`config.mk`:
```
export PLATFORM = sky130hd
export DESIGN_NAME = rf_write_arbiter
export DESIGN_NICKNAME = d
export VERILOG_FILES = /design/src/rtl/rf_write_arbiter.sv
export SDC_FILE = /design/constraint.sdc
export NUM_CORES = 1
export LEC_CHECK = 0
export CAP_MARGIN = 20
export CORE_ASPECT_RATIO = 0.7
export CORE_MARGIN = 1
export CORE_UTILIZATION = 39
export CTS_BUF_LIST = sky130_fd_sc_hd__clkbuf_8
export CTS_CLUSTER_DIAMETER = 100
export CTS_CLUSTER_SIZE = 14
export DETAILED_ROUTE_END_ITERATION = 10
export GPL_TIMING_DRIVEN = 1
export PLACE_DENSITY = 0.79
export SLEW_MARGIN = 10
export SYNTH_ARGS = -nofsm -noshare
export SYNTH_HDL_FRONTEND = slang
export SYNTH_SLANG_ARGS = --single-unit
```
`constraint.sdc`:
```
create_clock -name CLK -period 1.6 [get_ports CLK]
set_input_delay 0.32 -clock CLK [delete_from_list [all_inputs] [get_ports CLK]]
set_output_delay 0.32 -clock CLK [all_outputs]
set_load 0.005 [all_outputs]
```
`src/rtl/rf_write_arbiter.sv`:
```
// rf_write_arbiter: shares the single write port of the 32x32 register file
// between ALU writeback (A, fixed priority) and load writeback (B, aged).
// Outputs are registered: a grant taken at one edge is presented to the
// register file for exactly one cycle and captured at the following edge.
module rf_write_arbiter #(
    parameter int unsigned MAX_WAIT     = 4,
    parameter bit          ZERO_PROTECT = 1'b1
) (
    input  logic        CLK,
    input  logic        RESET,
    input  logic        REQ_A,
    input  logic [4:0]  ADDR_A,
    input  logic [31:0] DATA_A,
    output logic        ACK_A,
    input  logic        REQ_B,
    input  logic [4:0]  ADDR_B,
    input  logic [31:0] DATA_B,
    output logic        ACK_B,
    input  logic        HOLD,
    output logic        WR,
    output logic [4:0]  WR_ADDR,
    output logic [31:0] WR_DATA,
    output logic [31:0] WR_LOAD
);

    localparam logic [2:0] WAIT_LIMIT = 3'(MAX_WAIT);

    logic        ack_a_q, ack_a_d;
    logic        ack_b_q, ack_b_d;
    logic        wr_q, wr_d;
    logic [4:0]  wr_addr_q, wr_addr_d;
    logic [31:0] wr_data_q, wr_data_d;
    logic [31:0] wr_load_q, wr_load_d;
    logic [2:0]  wait_b_q, wait_b_d;

    logic        elig_a, elig_b;
    logic        grant_a, grant_b;
    logic [4:0]  sel_addr;
    logic [31:0] sel_data;

    // Arbitration, output staging and B aging for the next edge.
    always_comb begin
        // A request is ignored while its own acknowledge is still showing.
        elig_a  = REQ_A & ~ack_a_q;
        elig_b  = REQ_B & ~ack_b_q;

        grant_a = 1'b0;
        grant_b = 1'b0;
        if (!HOLD) begin
            if (elig_b && (wait_b_q == WAIT_LIMIT)) begin
                grant_b = 1'b1;
            end else if (elig_a) begin
                grant_a = 1'b1;
            end else if (elig_b) begin
                grant_b = 1'b1;
            end
        end

        sel_addr  = grant_b ? ADDR_B : ADDR_A;
        sel_data  = grant_b ? DATA_B : DATA_A;

        ack_a_d   = grant_a;
        ack_b_d   = grant_b;

        // Address and data hold their last values when nothing is granted.
        wr_addr_d = wr_addr_q;
        wr_data_d = wr_data_q;
        if (grant_a || grant_b) begin
            wr_addr_d = sel_addr;
            wr_data_d = sel_data;
        end

        // A granted r0 write is acknowledged but never strobed.
        wr_d      = (grant_a || grant_b) && !(ZERO_PROTECT && (sel_addr == 5'd0));
        wr_load_d = wr_d ? (32'd1 << sel_addr) : 32'd0;

        // B ages on every edge it is eligible but loses, HOLD edges included.
        wait_b_d  = wait_b_q;
        if (!REQ_B || grant_b) begin
            wait_b_d = 3'd0;
        end else if (elig_b && (wait_b_q < WAIT_LIMIT)) begin
            wait_b_d = wait_b_q + 3'd1;
        end
    end

    // State register; reset drops any in-flight write without a partial load.
    always_ff @(posedge CLK or negedge RESET) begin
        if (!RESET) begin
            ack_a_q   <= 1'b0;
            ack_b_q   <= 1'b0;
            wr_q      <= 1'b0;
            wr_addr_q <= 5'd0;
            wr_data_q <= 32'd0;
            wr_load_q <= 32'd0;
            wait_b_q  <= 3'd0;
        end else begin
            ack_a_q   <= ack_a_d;
            ack_b_q   <= ack_b_d;
            wr_q      <= wr_d;
            wr_addr_q <= wr_addr_d;
            wr_data_q <= wr_data_d;
            wr_load_q <= wr_load_d;
            wait_b_q  <= wait_b_d;
        end
    end

    assign ACK_A   = ack_a_q;
    assign ACK_B   = ack_b_q;
    assign WR      = wr_q;
    assign WR_ADDR = wr_addr_q;
    assign WR_DATA = wr_data_q;
    assign WR_LOAD = wr_load_q;

endmodule
```
Word level (Yosys, flattened, before mapping)
Cells that the tools add are included.

Register bits after elaboration: 75. Bits in latches: 0. RAM bits: 0. Memory bits (read-only): 0. Input bits: 79. Output and inout port bits: 72. Word-level logic and storage cells: 36. Memories kept: 0.

Add/sub/neg operators: 1. $mul: 0. Div/mod/pow operators: 0. $lt $le $gt $ge: 1. Eq/ne operators: 1. Shift operators: 1. Muxes and demuxes: 12. Bitwise operators: 4. Reductions and logical operators: 9.

Operator list (number): 2-to-1 mux 32 bit (2); left shift 1 x 5 -> 32 bit (first input constant) (1); 2-to-1 mux 1 bit (7); 2-to-1 mux 3 bit (2); zero test 5 bit (1); 2-to-1 mux 5 bit (1); adder 3 x 1 -> 3 bit (second input constant) (1); == test 3 bit (second input constant) (1); logical AND 1 bit (3); < comparator 3 bit (second input constant) (1); AND 1 bit (2); zero test 1 bit (2); logical OR 1 bit (2); NOT 1 bit (2); nonzero test 2 bit (1).

Logic depth before layout (Yosys ltp)
Gate-level depths: netlist (run 1).

Depth in word-level cells: 11. Gate-level depth with buffers: 9.

Least setup slack after synthesis (run 1)
Ideal clock, no wire load.

Path kind: reg2reg. Start point: register wait_b_q[0]. End point: register wr_load_q[16] (netlist: WR_LOAD[16]). Setup time: 0.139 ns. Arrival time: 1.575 ns. Required time: 1.461 ns. Path slack: -0.114 ns. Stages on the path, launching flop included: 9. Buffers on the path: 2. Period minus slack after synthesis: 1.714 ns. Path through: dfrtp_1 > inv_1 > ha_1 > nand2_1 > a211o_1 > buf_6 > buf_6 > mux2i_4 > nor3_2.

Longest elaborated chain between the ends: 9. Elaborated cells between the ends (all ways): 13. Those cells by class: 1 x eq/ne; 1 x shift; 6 x mux; 5 x reduce/logical.

Ends and longest elaborated chain: start: declaration (RTL line 34) `logic [2:0] wait_b_q, wait_b_d;`; start signal: assignment (RTL line 103) `wait_b_q <= wait_b_d;`; == test 3 bit (*) (RTL line 50) `if (elig_b && (wait_b_q == WAIT_LIMIT)) begin`; logical AND 1 bit (*) (RTL line 50); 2-to-1 mux 1 bit (RTL line 50); 2-to-1 mux 1 bit (RTL line 49) `if (!HOLD) begin`; 2-to-1 mux 5 bit (RTL line 59) `sel_addr = grant_b ? ADDR_B : ADDR_A;`; zero test 5 bit (RTL line 74) `wr_d = (grant_a || grant_b) && !(ZERO_PROTECT && (sel_addr == 5'd0));`; zero test 1 bit (RTL line 74); logical AND 1 bit (RTL line 74); 2-to-1 mux 32 bit (*) (RTL line 75) `wr_load_d = wr_d ? (32'd1 << sel_addr) : 32'd0;`; via wr_load_d[16] (RTL line 33) `logic [31:0] wr_load_q, wr_load_d;`; end signal: assignment (RTL line 102) `wr_load_q <= wr_load_d;`; end: declaration (RTL line 33).

The timed path passes the listed nets; every way through them passes the cells marked *. A chain may end at the register's enable or synchronous reset.

Worst setup path after layout (run 1)
Start point: register wait_b_q[0]. End point: register wr_load_q[29] (netlist: WR_LOAD[29]).

The elaborated chain is that of the path after synthesis.

==> results.md, run 1 <==
- Avg Vias per Cell: ~5
- CP Launch Type: flip-flop
- Clock tree from TritonCTS: built
- R2r worst-path depth: 7
- Num rows: 28
- Overall power of the completed layout: 4.878 mW
- Violations in the final reports: negative setup slack
- Final weighted congestion in routability-driven placement: a little under 0.9
- Number of buffer cells added on primary ports: 150
- Area Growth Syn to Fin: 74.83%
- Share of cell area taken by muxes after synthesis: 5.506%
- GR Layer Usage met1: just over 30%
- Number of H-tree levels: 3
- Post-Synthesis Cells: ~340
- Met2 layer usage reported by global route: a little over a third
- Endpoint of the most critical register-to-register path: WR_LOAD[29]
- Internal reg-to-reg setup slack: -260 ps
- Delay of the slowest critical-path stage: 390 ps
- Later-pin clock latency in the skew report: roughly 350 ps
- Shortest clock period the worst path allows after layout: about 1900 ps
- Category of the worst setup path capture point: flip-flop
- R2R Path Start: wait_b_q[0]
- # setup viols final: ~70
- Lkg Pwr: roughly 2.5 nW
- Top Usage Layer GRT: met2
- Critical path class: reg2reg
- Area of the die: 0.009064 mm2
- Total detailed-routing wirelength: ~9900 um
- Crit path buf inv count: 2
- Clock skew after layout: roughly 3.6 ps
- Combinational family with the most area after synthesis: simple AND/OR/NAND/NOR gates
- Antenna diode count: 0
- Min setup slack post-route: -256.4 ps
- FF+latch count, synth: 75
- Peak ir drop on the vdd network: approximately 650 uV
- Adder-cell share of the synthesized area: less than 1%
- Post-route antenna net violation count: 0
- Post-Syn Area per Cell: roughly 9.8 um2
- Share of final-layout standard cells stronger than drive strength 1: 22.24%
- Vias: roughly 3200
- Fin crit share: 116.0%
- Number of antenna violations at the first check in global routing: 0
- Simple-Gate Fraction of Synth Area: approximately a quarter
- Data required time at the worst endpoint: approximately 1900 ps
- Count of warnings emitted by yosys: 0
- GRT met3 Usage: under 10%
- DR WL/cell: around 15 um
- Vias in the first global route: roughly 3100
- Maximum frequency from static timing analysis: 0.5387 GHz
- Arrival time at the worst endpoint: approximately 2100 ps
- Root buffer cell: sky130_fd_sc_hd__clkbuf_8
- Die span in x: ~110 um
- Global-route total usage across every layer: between 20% and 30%
- Final hold violation count: 0
- Cell area after layout: approximately 0.006 mm2
- Sum of overflow across all layers after global routing: 0
- Post-DP HPWL: 6884 um
- Nets in the synthesized netlist: between 400 and 500
- Detailed-router iteration count before antenna repair: 4
- Largest net degree at the start of global routing: 71
- Number of CTS-inserted buffers: 9
- Initial Utilization: 40.10%
- Crit-path slowest cell: sky130_fd_sc_hd__a211o_4
- Ordered list of cells on the worst path: inv_1 -> ha_2 -> nand2_2 -> a211o_4 -> buf_12 -> mux2_4 -> nor3_2
- Max_cap viols: 0
- Library cells used by synthesis: 34
- Run status: finished, violations left
- Area post-placement: 0.005304 mm2
- Total clock sinks: between 70 and 80
- Area share of xor/xnor cells in the synthesized design: less than 1%
- Register clock-pin slew on the reported worst setup and hold paths: about 70 ps
- Die outline height: around 80 um
- Sequential fraction of the synthesis area: between 50% and 60%
- Final Slew Violations: 0
- Largest delay share family, worst path: compound AO/OA/AOI/OAI gates
- Number of remaining DRC errors: 0
- Maximum root-to-sink buffer count: 2
- Area of the mapped netlist: between 0.003 and 0.004 mm2
- RSZ-0062 raised after global routing: true
- Num ports: 151
- Biggest fanout along the worst timing path: 8
- CORE AREA: approximately 0.0084 mm2
- Area fraction in compound gates after synthesis: about 8.7%
- Global-route wire length before repair: 15640 um
- PwrDens: 824.1 mW/mm2
- Hold Crit Class: in2async
- Drt initial violations: around 220
- Final nets: approximately 610
==> cells in the final DEF, fill, tap and decap left out, drive strengths merged, types with 2 or more instances in the layout <==
master | Yosys | final
a31oi | 35 | 35
a211o | 2 | 2
clkinv | 0 | 5
dfrtp | 75 | 75
dlymetal6s2s | 0 | 4
nor2b | 2 | 2
o21ai | 2 | 2
and3b | 2 | 2
mux2i | 10 | 10
nor2 | 45 | 45
nand2 | 80 | 80
nand2b | 2 | 2
buf | 10 | 49
inv | 5 | 4
ha | 2 | 2
mux2 | 2 | 2
clkdlybuf4s50 | 0 | 144
nor3 | 36 | 36
a21oi | 3 | 3
nor3b | 6 | 6
clkbuf | 16 | 11
nand3 | 2 | 2
==> cells in the mapped netlist <==
| cell | instances | area [um2] |
|---|---|---|
| sky130_fd_sc_hd__a2111oi_0 | 1 | 8.760 |
| sky130_fd_sc_hd__a211o_1 | 2 | 17.52 |
| sky130_fd_sc_hd__a21o_1 | 1 | 7.510 |
| sky130_fd_sc_hd__a21oi_1 | 3 | 15.01 |
| sky130_fd_sc_hd__a311oi_1 | 1 | 8.760 |
| sky130_fd_sc_hd__a31oi_1 | 35 | 219.0 |
| sky130_fd_sc_hd__and3b_1 | 2 | 17.52 |
| sky130_fd_sc_hd__buf_2 | 7 | 35.03 |
| sky130_fd_sc_hd__buf_6 | 3 | 33.78 |
| sky130_fd_sc_hd__clkbuf_1 | 16 | 60.06 |
| sky130_fd_sc_hd__conb_1 | 1 | 3.750 |
| sky130_fd_sc_hd__dfrtp_1 | 75 | 1877 |
| sky130_fd_sc_hd__ha_1 | 2 | 25.02 |
| sky130_fd_sc_hd__inv_1 | 4 | 15.01 |
| sky130_fd_sc_hd__inv_2 | 1 | 3.750 |
| sky130_fd_sc_hd__mux2_2 | 1 | 11.26 |
| sky130_fd_sc_hd__mux2_4 | 1 | 15.01 |
| sky130_fd_sc_hd__mux2i_1 | 1 | 10.01 |
| sky130_fd_sc_hd__mux2i_2 | 6 | 82.58 |
| sky130_fd_sc_hd__mux2i_4 | 3 | 67.56 |
| sky130_fd_sc_hd__nand2_1 | 80 | 300.3 |
| sky130_fd_sc_hd__nand2b_1 | 1 | 6.260 |
| sky130_fd_sc_hd__nand2b_4 | 1 | 13.76 |
| sky130_fd_sc_hd__nand3_1 | 2 | 10.01 |
| sky130_fd_sc_hd__nor2_1 | 45 | 168.9 |
| sky130_fd_sc_hd__nor2b_1 | 2 | 12.51 |
| sky130_fd_sc_hd__nor3_1 | 20 | 100.1 |
| sky130_fd_sc_hd__nor3_2 | 16 | 160.2 |
| sky130_fd_sc_hd__nor3b_1 | 6 | 45.04 |
| sky130_fd_sc_hd__nor4b_1 | 1 | 8.760 |
| sky130_fd_sc_hd__o21a_1 | 1 | 7.510 |
| sky130_fd_sc_hd__o21ai_0 | 1 | 5.000 |
| sky130_fd_sc_hd__o21ai_1 | 1 | 5.000 |
| sky130_fd_sc_hd__xnor2_1 | 1 | 8.760 |
==> state kept, by name (all words and copies together), names as in the netlist <==
signal / cells
WR_LOAD: 32
ACK_A: 1
ACK_B: 1
WR_DATA: 32
WR_ADDR: 5
WR: 1
wait_b_q: 3
==> logic make-up (layout without fill, tap and decap cells) <==
group | Yosys count | count (layout)
AO/OA/AOI/OAI | 46 | 46
XOR/XNOR | 1 | 1
adder cells (fa/ha/maj) | 2 | 2
buffers and inverters | 31 | 222
flip-flops | 75 | 75
multiplexers | 12 | 12
other | 1 | 1
AND/OR/NAND/NOR | 176 | 176
==> power by group <==
group / leakage (nW) / internal, mW / switching, mW
sequential: 0.935 / 2.07 / 0.0948
combinational: 1.49 / 0.780 / 0.558
clock: 0.0946 / 0.700 / 0.674
total: 2.52 / 3.55 / 1.33
==> how the worst max path moves through the flow <==
stage / startpoint / end / cells past startpoint
finish: wait_b_q[0] / WR_LOAD[29] / 7
global route: wait_b_q[1] / WR_LOAD[29] / 7
CTS: wait_b_q[1] / WR_DATA[14] / 9
detailed placement: REQ_A / WR_LOAD[25] / 6
global placement: REQ_A / WR_LOAD[24] / 6
floorplan: wait_b_q[0] / WR_LOAD[16] / 8
==> timing repair <==
action,CTS,global route
hold buffers,1,0
resized for setup,27,26
endpoints found under the hold margin,20,0
pin swaps,8,18
endpoints found under the setup margin,69,78
setup buffers,3,4
gates cloned,3,3
==> final cells by class <==
class	count	area [um2]
inverter	5	31.28
clock inverter	6	57.56
sequential	75	1877
fill	646	2524
tap	120	150.1
timing repair buffer	202	2098
clock buffer	9	123.9
multi-input combinational	238	1582
==> metal layers <==
layer / part of all wire [%] / vias up
met3: 7.6 / 10
met1: 45 / 1543
li1: - / 1540
met2: 47 / 128
met4: 0.81 / 0
met5: 0 / -
==> metrics by stage <==
stage | cells | setup slack, ps | util [%] | hold slack (ps) | setup TNS (ps)
after detailed placement | 629 | -519.7 | 62.82 | 236.1 | -31720
after floorplan | 344 | -102.4 | - | 24.41 | -3343
after global routing | 655 | -312.9 | 70.11 | 410.9 | -17970
final | 655 | -256.4 | 70.11 | 397.6 | -12230
after CTS | 650 | -224.6 | 67.93 | 390.4 | -12870
after global placement | 629 | -463.2 | 62.82 | 229.6 | -29360
Note: power is estimated with default switching activity, not from simulation.
==> run 2, diff against run 1 <==
--- a/config.mk
+++ b/config.mk
@@ -7,12 +7,13 @@
 export LEC_CHECK = 0
 export CAP_MARGIN = 20
 export CORE_ASPECT_RATIO = 0.7
-export CORE_MARGIN = 1
+export CORE_MARGIN = 2
 export CORE_UTILIZATION = 39
 export CTS_BUF_LIST = sky130_fd_sc_hd__clkbuf_8
 export CTS_CLUSTER_DIAMETER = 100
 export CTS_CLUSTER_SIZE = 14
 export DETAILED_ROUTE_END_ITERATION = 10
+export GPL_ROUTABILITY_DRIVEN = 0
 export GPL_TIMING_DRIVEN = 1
 export PLACE_DENSITY = 0.79
 export SLEW_MARGIN = 10
==> results.md, run 2 (synthesized netlist as in run 1, its figures left out) <==
- Max_cap viols: 0 (unchanged)
- DR WL/cell: 15.39 um (was 15.17 um)
- Maximum root-to-sink buffer count: 2 (unchanged)
- Arrival time at the worst endpoint: 2100 ps (was 2130 ps)
- Min setup slack post-route: -218.1 ps (was -256.4 ps)
- Crit path buf inv count: 2 (unchanged)
- Number of remaining DRC errors: 0 (unchanged)
- Number of antenna violations at the first check in global routing: 0 (unchanged)
- Post-route antenna net violation count: 0 (unchanged)
- RSZ-0062 raised after global routing: true (unchanged)
- Internal reg-to-reg setup slack: -220 ps (was -260 ps)
- Total detailed-routing wirelength: 10050 um (was 9935 um)
- Switching Fraction: 28.62% (was 27.19%)
- Hold Crit Class: reg2reg (was in2async)
- Worst hold path endpoint: WR_ADDR[3]
- Lkg Pwr: 2.580 nW (was 2.516 nW)
- # setup viols final: 69 (unchanged)
- Post-DP HPWL: 6980 um (was 6884 um)
- Part of the total power dissipated in the clock network: 28.3% (was 28.2%)
- Die span in x: 115.4 um (was 113.4 um)
- Detailed-router iteration count before antenna repair: 4 (unchanged)
- PwrDens: 822.0 mW/mm2 (was 824.1 mW/mm2)
- Register clock-pin slew on the reported worst setup and hold paths: 80 ps (was 70 ps)
- Ordered list of cells on the worst path: inv_1 -> ha_1 -> nand2_2 -> a211o_4 -> buf_12 -> mux2_4 -> nor3_2 (was inv_1 -> ha_2 -> nand2_2 -> a211o_4 -> buf_12 -> mux2_4 -> nor3_2)
- Clock skew after layout: 10.29 ps (was 3.550 ps)
- Antenna diode count: 0 (unchanged)
- DP Worst Slack: -508.5 ps (was -519.7 ps)
- Global-route wire length before repair: 14900 um (was 15640 um)
- Category of the worst setup path capture point: flip-flop (unchanged)
- Global-route total usage across every layer: 20.69% (was 22.71%)
- Number of buffer cells added on primary ports: 150 (unchanged)
- Num ports: 151 (unchanged)
- GRT met3 Usage: 8.192% (was 7.062%)
- Share of final-layout standard cells stronger than drive strength 1: 20.45% (was 22.24%)
- Final nets: 609 (was 612)
- Initial Utilization: 40.10% (unchanged)
- Later-pin clock latency in the skew report: 360 ps (was 350 ps)
- GR Layer Usage met1: 27.46% (was 30.34%)
- Peak ir drop on the vdd network: 756.9 uV (was 652.6 uV)
- Die outline height: 81.96 um (was 79.96 um)
- Vias in the first global route: 3025 (was 3094)
- Reported net switching power: 1.372 mW (was 1.326 mW)
- Comb power frac: 26.6% (was 27.4%)
- Biggest fanout along the worst timing path: 8 (unchanged)
- Delay of the slowest critical-path stage: 380 ps (was 390 ps)
- Final hold violation count: 0 (unchanged)
- Hold Path Depth: 2
- Vias: 3149 (was 3221)
- Largest delay share family, worst path: flip-flops (was compound AO/OA/AOI/OAI gates)
- CORE AREA: 0.008443 mm2 (unchanged)
- R2r worst-path depth: 7 (unchanged)
- Fin crit share: 113.6% (was 116.0%)
- Shortest clock period the worst path allows after layout: 1818 ps (was 1856 ps)
- Endpoint of the most critical register-to-register path: WR_LOAD[24] (was WR_LOAD[29])
- Top library cells by usage in the layout, fill and taps aside: 127 x sky130_fd_sc_hd__clkdlybuf4s50_1, 79 x sky130_fd_sc_hd__nand2_1, 75 x sky130_fd_sc_hd__dfrtp_1 (was 144 x sky130_fd_sc_hd__clkdlybuf4s50_1, 78 x sky130_fd_sc_hd__nand2_1, 75 x sky130_fd_sc_hd__dfrtp_1)
- Cell area after layout: 0.005829 mm2 (was 0.005919 mm2)
- Number of H-tree levels: 3 (unchanged)
- Met2 layer usage reported by global route: 32.34% (was 36.07%)
- Overall power of the completed layout: 4.792 mW (was 4.878 mW)
- Drt initial violations: 187 (was 216)
- Critical path class: reg2reg (unchanged)
- Root buffer cell: sky130_fd_sc_hd__clkbuf_8 (unchanged)
- Num rows: 28 (unchanged)
- Crit-path slowest cell: sky130_fd_sc_hd__dfrtp_1 (was sky130_fd_sc_hd__a211o_4)
- Avg Vias per Cell: 4.822 (was 4.918)
- Smallest hold slack: 489.7 ps (was 397.6 ps)
- Most common cell after layout, fill and taps aside: sky130_fd_sc_hd__clkdlybuf4s50_1 (unchanged)
- Maximum frequency from static timing analysis: 0.5500 GHz (was 0.5387 GHz)
- Run status: finished, violations left (unchanged)
- Top Usage Layer GRT: met2 (unchanged)
- Violations in the final reports: negative setup slack (unchanged)
- CP Launch Type: flip-flop (unchanged)
- Area post-placement: 0.005329 mm2 (was 0.005304 mm2)
- Total clock sinks: 75 (unchanged)
- Clock tree from TritonCTS: built (unchanged)
- Largest net degree at the start of global routing: 76 (was 71)
- Number of CTS-inserted buffers: 9 (unchanged)
- Post-Route Utilization: 69.04% (was 70.11%)
- Final Slew Violations: 0 (unchanged)
- R2R Path Start: wait_b_q[0] (unchanged)
- Startpoint of the lowest-slack hold path: WR_ADDR[3]
- Sum of overflow across all layers after global routing: 0 (unchanged)
- Internal power summed over all cells: 3.420 mW (was 3.552 mW)
- Register share of total power: 45.1% (was 44.4%)
- Area Growth Syn to Fin: 72.17% (was 74.83%)
- Data required time at the worst endpoint: 1880 ps (about the same)
- Area of the die: 0.009455 mm2 (was 0.009064 mm2)
[run 2: changes by cell type in the layout (fill, tap and decap cells not counted), moves of 3 or more]
cell	previous run	this run
sky130_fd_sc_hd__clkinv_2	4	1
sky130_fd_sc_hd__dlymetal6s2s_1	4	21
sky130_fd_sc_hd__clkdlybuf4s50_1	144	127
sky130_fd_sc_hd__inv_6	0	3
sky130_fd_sc_hd__buf_6	4	1
sky130_fd_sc_hd__nor3_1	6	10
[run 2: stage by stage]
step	TNS, ps	std cells
after floorplan	-3343	344
after global placement	-27910	629
after detailed placement	-30190	629
after CTS	-12080	648
after global routing	-18060	653
final	-11510	653
[run 2: repair_timing]
action	4_1_cts	5_1_grt
pin swaps	0	22
endpoints found under the hold margin	75	0
cloned	0	3
hold buffers	1	0
resized for setup	11	38
endpoints found under the setup margin	70	93
buffers inserted	2	2
[run 2: how the worst max path moves through the flow]
stage                 from     endpoint  slack [ps]  cells after the start
6_report       wait_b_q[0]  WR_LOAD[24]        -220                      7
4_1_cts        wait_b_q[1]  WR_LOAD[24]        -220                      7
2_1_floorplan  wait_b_q[0]  WR_LOAD[16]        -100                      8
3_5_place_dp         REQ_A  WR_LOAD[25]        -510                      6
5_1_grt        wait_b_q[0]  WR_LOAD[15]        -290                      7
3_3_place_gp         REQ_A   WR_LOAD[9]        -440                      6
[run 2: metal layers]
metal / routed length, um / part of all wire [%]
met1: 4565 / 45
met2: 4691 / 47
met3: 727 / 7.2
met4: 64 / 0.64
met5: 0 / 0
[run 2: worst min-delay path, stage by stage, from the launching register on]
cell                      delay, ps
sky130_fd_sc_hd__dfrtp_1        350
sky130_fd_sc_hd__nand2_1         50
sky130_fd_sc_hd__o21ai_1         60
[run 2: power groups by stage]
stage	registers (mW)	clock network, mW	logic, mW
after floorplan	2.21	0	0.418
after global placement	2.19	0	1.20
after detailed placement	2.20	0	1.22
after CTS	2.17	1.40	1.25
after global routing	2.19	1.50	1.39
final	2.16	1.36	1.28
[run 2: layout make-up]
cell class | instances | area (um2)
clock buffers | 10 | 137.6
clock inverters | 6 | 46.29
fillers | 645 | 2614
inverters | 5 | 23.77
multi-input cells | 238 | 1523
flip-flops and latches | 75 | 1877
well taps | 120 | 150.1
repair buffers | 199 | 2072
==> run 3, diff against run 2 <==
--- a/config.mk
+++ b/config.mk
@@ -5,7 +5,7 @@
 export SDC_FILE = /design/constraint.sdc
 export NUM_CORES = 1
 export LEC_CHECK = 0
-export CAP_MARGIN = 20
+export CAP_MARGIN = 10
 export CORE_ASPECT_RATIO = 0.7
 export CORE_MARGIN = 2
 export CORE_UTILIZATION = 39
==> results of run 3 <==
The final DEF is identical to that of run 2; final timing and power are the same.
